==> config.mk <==
export PLATFORM = sky130hd
export DESIGN_NAME = mem_alu_sequencer
export DESIGN_NICKNAME = d
export VERILOG_FILES = /design/src/rtl/mem_alu_seq_pkg.sv /design/src/rtl/mem_alu_sequencer.sv
export SDC_FILE = /design/constraint.sdc
export NUM_CORES = 1
export LEC_CHECK = 0
export CORE_ASPECT_RATIO = 1.4
export CORE_MARGIN = 2
export CORE_UTILIZATION = 38
export CTS_BUF_LIST = sky130_fd_sc_hd__clkbuf_16
export CTS_CLUSTER_DIAMETER = 100
export DETAILED_ROUTE_END_ITERATION = 12
export PLACE_DENSITY = 0.77
export SLEW_MARGIN = 20
export SYNTH_ARGS = -nofsm -noshare
export SYNTH_HDL_FRONTEND = slang
export SYNTH_SLANG_ARGS = --single-unit
==> constraint.sdc <==
create_clock -name clk -period 2.4 [get_ports clk]
set_input_delay 0.6 -clock clk [delete_from_list [all_inputs] [get_ports clk]]
set_output_delay 0.6 -clock clk [all_outputs]
set_load 0.01 [all_outputs]
==> src/rtl/mem_alu_seq_pkg.sv <==
// Shared types for mem_alu_sequencer: FSM states, ALU opcodes, default widths.
// Opcode values are shared with the ALU and the benches.
package mem_alu_seq_pkg;

  localparam int ADDR_W_DEF = 4;
  localparam int DATA_W_DEF = 16;
  localparam int OP_W_DEF   = 8;

  localparam logic [2:0] OP_ADD = 3'd0;
  localparam logic [2:0] OP_SUB = 3'd1;
  localparam logic [2:0] OP_NOT = 3'd2;
  localparam logic [2:0] OP_AND = 3'd3;
  localparam logic [2:0] OP_OR  = 3'd4;
  localparam logic [2:0] OP_XOR = 3'd5;
  localparam logic [2:0] OP_SHL = 3'd6;
  localparam logic [2:0] OP_SHR = 3'd7;

  typedef enum logic [2:0] {
    IDLE   = 3'd0,
    RD_A   = 3'd1,
    RD_B   = 3'd2,
    CAPT_B = 3'd3,
    WRITE  = 3'd4
  } state_t;

  function automatic logic is_unary(input logic [2:0] op);
    return (op == OP_NOT) || (op == OP_SHL) || (op == OP_SHR);
  endfunction

endpackage

==> src/rtl/mem_alu_sequencer.sv <==
// Reads two operands over one memory port, runs the ALU, writes back; done 5 cycles after accept
// (4 for unary ops with MEM_ALU_SEQ_UNARY_SKIP_EN). One command in flight; cmd_ready only in IDLE.
module mem_alu_sequencer
  import mem_alu_seq_pkg::*;
#(
  parameter int ADDR_W = ADDR_W_DEF,
  parameter int DATA_W = DATA_W_DEF,
  parameter int OP_W   = OP_W_DEF
) (
  input  logic              clk,
  input  logic              rst,
  input  logic              cmd_valid,
  output logic              cmd_ready,
  input  logic [2:0]        cmd_opcode,
  input  logic [ADDR_W-1:0] cmd_src_a,
  input  logic [ADDR_W-1:0] cmd_src_b,
  input  logic [ADDR_W-1:0] cmd_dst,
  output logic [ADDR_W-1:0] mem_addr,
  output logic [DATA_W-1:0] mem_wdata,
  output logic              mem_we,
  input  logic [DATA_W-1:0] mem_rdata,
  output logic [2:0]        alu_opcode,
  output logic [OP_W-1:0]   alu_operand1,
  output logic [OP_W-1:0]   alu_operand2,
  input  logic [OP_W-1:0]   alu_result,
  output logic              busy,
  output logic              done,
  output logic [OP_W-1:0]   result,
  output logic              zero
);

  typedef struct packed {
    logic [2:0]        opcode;
    logic [ADDR_W-1:0] src_a;
    logic [ADDR_W-1:0] src_b;
    logic [ADDR_W-1:0] dst;
  } cmd_t;

  state_t            state, state_nxt;
  cmd_t              cmd_q;
  logic [OP_W-1:0]   op_a, op_b;
  logic [OP_W-1:0]   rdata_lo;
  logic [DATA_W-OP_W-1:0] rdata_hi_unused;

  assign rdata_lo        = mem_rdata[OP_W-1:0];
  assign rdata_hi_unused = mem_rdata[DATA_W-1:OP_W];

  assign cmd_ready    = (state == IDLE);
  assign busy         = (state != IDLE);
  assign alu_opcode   = cmd_q.opcode;
  assign alu_operand1 = op_a;
  assign alu_operand2 = op_b;

  always_ff @(posedge clk) begin
    if (rst) begin
      state  <= IDLE;
      cmd_q  <= '0;
      op_a   <= '0;
      op_b   <= '0;
      result <= '0;
      zero   <= 1'b0;
      done   <= 1'b0;
    end else begin
      state <= state_nxt;
      done  <= 1'b0;
      case (state)
        IDLE: begin
          if (cmd_valid) begin
            cmd_q.opcode <= cmd_opcode;
            cmd_q.src_a  <= cmd_src_a;
            cmd_q.src_b  <= cmd_src_b;
            cmd_q.dst    <= cmd_dst;
          end
        end
        RD_B: begin
          // Read data for src_a lands here, one cycle after its address
          op_a <= rdata_lo;
`ifdef MEM_ALU_SEQ_UNARY_SKIP_EN
          if (is_unary(cmd_q.opcode)) op_b <= '0;
`endif
        end
        CAPT_B: op_b <= rdata_lo;
        WRITE: begin
          result <= alu_result;
          zero   <= (alu_result == '0);
          done   <= 1'b1;
        end
        default: ;
      endcase
    end
  end

  always_comb begin
    state_nxt = state;
    mem_addr  = '0;
    mem_we    = 1'b0;
    mem_wdata = '0;
    case (state)
      IDLE: if (cmd_valid) state_nxt = RD_A;
      RD_A: begin
        mem_addr  = cmd_q.src_a;
        state_nxt = RD_B;
      end
      RD_B: begin
        mem_addr  = cmd_q.src_b;
        state_nxt = CAPT_B;
`ifdef MEM_ALU_SEQ_UNARY_SKIP_EN
        if (is_unary(cmd_q.opcode)) state_nxt = WRITE;
`endif
      end
      CAPT_B: begin
        mem_addr  = cmd_q.src_b;
        state_nxt = WRITE;
      end
      WRITE: begin
        mem_addr  = cmd_q.dst;
        mem_we    = 1'b1;
        mem_wdata = {{(DATA_W-OP_W){1'b0}}, alu_result};
        state_nxt = IDLE;
      end
      default: state_nxt = IDLE;
    endcase
  end

endmodule

==> results.py <==
metrics = {
    "clocking": {
        "cts_tree": "built",
        "cts-buffers-inserted": 5,
        "cts_num_sinks": 44,
        "clkTransAtPathRegs_ns": 0.06,
        "root_buffer": "clkbuf_16",
        "h-tree-depth": 2,
        "ctsHoldBuffers": 0,
        "worstSkewPairLatency_ns": 0.27,
        "cts_buffer_depth": 2,
    },
    "global_route": {
        "track_usage": 0.1613,
        "grt_pass1_wl_um": 7003,
        "grt_remaining_overflow": 0,
        "grt_max_degree": 28,
        "grt_pass1_vias": 1602,
        "antenna_found_initial": 0,
    },
    "yosys": {
        "yosys-top-cells-area": "dfxtp_1, mux2i_1, nand2_1, a21oi_1, buf_4",
        "yosysTopAreaCell": "dfxtp_1",
        "yosysSeqAreaShare": 0.4799,
        "post-synth-top-area-fraction": 0.4799,
        "synth.yosys.warnings": 0,
        "netlist-cell-type-count": 26,
        "synthCells": 214,
        "synth_area_per_cell_um2": 8.577,
        "netlist_area_um2": 1836,
        "ys_ff_latch": 44,
    },
    "placement": {
        "place.gp.congestion": 0.8107,
        "pre_cts_slack_ns": 0.05145,
        "placed_area_um2": 2689,
        "port_buffers": 77,
        "hpwl_um": 3261,
    },
    "cells_and_area": {
        "fin_area_um2": 2887,
        "fin_nets": 340,
        "multi_input_area_um2": 830.8,
        "area_delta_synth_final_pct": 57.26,
        "layout_common_cells": "clkdlybuf4s50_1, nand2_1, dfxtp_1",
        "final_common_cell": "clkdlybuf4s50_1",
        "fillers": 415,
        "diodes": 0,
        "drive_gt1_frac": 0.1107,
        "seq_area_um2": 883.3,
    },
    "timing": {
        "setup_viol": 0,
        "skew_ns": 0.005759,
        "min_period_ns": 2.254,
        "hold_viol_final": 0,
        "clock.fmax_ghz": 0.4437,
        "setup_tns_ns": 0,
        "drv_slew": 0,
        "finalCritPeriodShare": 0.9390,
        "rsz0062_at_grt": "false",
        "layout_setup_ws_ns": 0.1464,
    },
    "floorplan": {
        "die_area_um2": 5410,
        "die_w_um": 62.74,
        "io-pin-count": 94,
        "core-area_um2": 4608,
        "dieHeight_um": 86.24,
        "start_util": 0.3983,
        "fp-row-count": 29,
    },
    "power": {
        "p_leak_uw": 0.001287,
        "power_density_nw_per_um2": 594.0,
        "ir_drop_mv": 0.3911,
    },
    "route": {
        "ant_nets": 0,
        "dr.pass1.iters": 4,
        "totalWireLength_um": 4281,
        "via_count": 1679,
        "via_per_inst": 4.664,
        "routedWlPerCell_um": 11.89,
        "drt_iter0_markers": 83,
        "route.detailed.drc": 0,
    },
    "hold_path": {
        "hp-class": "flip-flop to flip-flop",
    },
    "flow_run": {
        "maxCapViolCount": 0,
    },
    "worst_setup_path": {
        "crit_type": "flip-flop to output pin",
        "critPathCaptureType": "output pin",
        "cp-start-kind": "flip-flop",
        "crit_fanout": 5,
        "arrival_ns": 1.65,
        "crit_required_ns": 1.80,
    },
    "status": {
        "status": "complete, no violations",
    },
}
[layout make-up]
class,instances,share of cell area
well taps,62,0.02687
inverters,1,0.001300
flip-flops and latches,44,0.3060
multi-input cells,149,0.2878
clock inverters,2,0.003034
repair buffers,97,0.3316
clock buffers,5,0.04335
[report_power, final]
part	switching [uW]	total, uW	leakage (uW)	internal [uW]
Combinational	139	307	0.000857	169
Clock	239	612	0.0000709	373
Sequential	25.0	795	0.000359	770
[stage by stage]
step	utilization	hold WS [ns]	instances	total power [uW]
2_1_floorplan	-	0.4360	221	974.7
3_3_place_gp	0.5835	0.4413	352	1111
3_5_place_dp	0.5835	0.4473	352	1118
4_1_cts	0.6169	0.4554	359	1739
5_1_grt	0.6264	0.4799	360	1806
6_report	0.6264	0.4534	360	1714
[synth_stat cells]
library cell / instances
dfxtp_1: 44
nand2_1: 42
a21oi_1: 24
nor2_1: 18
mux2i_1: 16
buf_4: 12
nand3_1: 9
and2_1: 8
clkbuf_1: 7
buf_2: 6
a22oi_1: 4
nor2b_1: 4
nor4_1: 3
o21ai_0: 3
buf_6: 2
nor3b_1: 2
conb_1: 1
inv_1: 1
nand2b_1: 1
nand3b_1: 1
nor3_1: 1
nor4b_4: 1
o22ai_1: 1
or3_1: 1
or4b_1: 1
xnor2_1: 1
[path summary, 6_finish.rpt]
kind,from,end,slack (ns),cells after the start
hold / removal,alu_operand2[0],alu_operand2[0],0.45,2
setup reg to reg,state[1],cmd_q[4],0.69,4
setup / recovery,state[0],busy,0.15,3
hold reg to reg,alu_operand2[0],alu_operand2[0],0.45,2
[what timing repair did]
action / CTS / global route
setup endpoints to repair: 7 / 13
gates cloned: 0 / 0
setup buffers: 0 / 1
resized for setup: 6 / 15
[kinds of logic (layout without fill, tap and decap cells)]
kind of cell | after synthesis | in the layout | synth area share
AO/OA/AOI/OAI | 32 | 32 | 0.09339
XOR/XNOR | 1 | 1 | 0.004773
buffers and inverters | 28 | 105 | 0.09407
flip-flops | 44 | 44 | 0.4799
multiplexers | 16 | 16 | 0.08725
other | 1 | 8 | 0.002043
AND/OR/NAND/NOR | 92 | 92 | 0.2386
[per-layer routing]
layer / global-route usage / part of all wire
met5: 0 / 0
met4: 0.06465 / 0.0096
met3: 0.04675 / 0.064
met2: 0.2845 / 0.52
met1: 0.1832 / 0.41
[registers in the layout, summed over array words and instances, names as in the netlist]
name	count
result	8
done	1
alu_operand2	8
zero	1
cmd_q	12
alu_operand1	8
alu_opcode	3
state	3
[worst max-delay path: stages (launching register included)]
cell and delay (ns):
dfxtp_1 0.32, buf_4 0.16, or3_1 0.40, clkdlybuf4s50_1 0.49
Power figures use the tool's default switching activity.
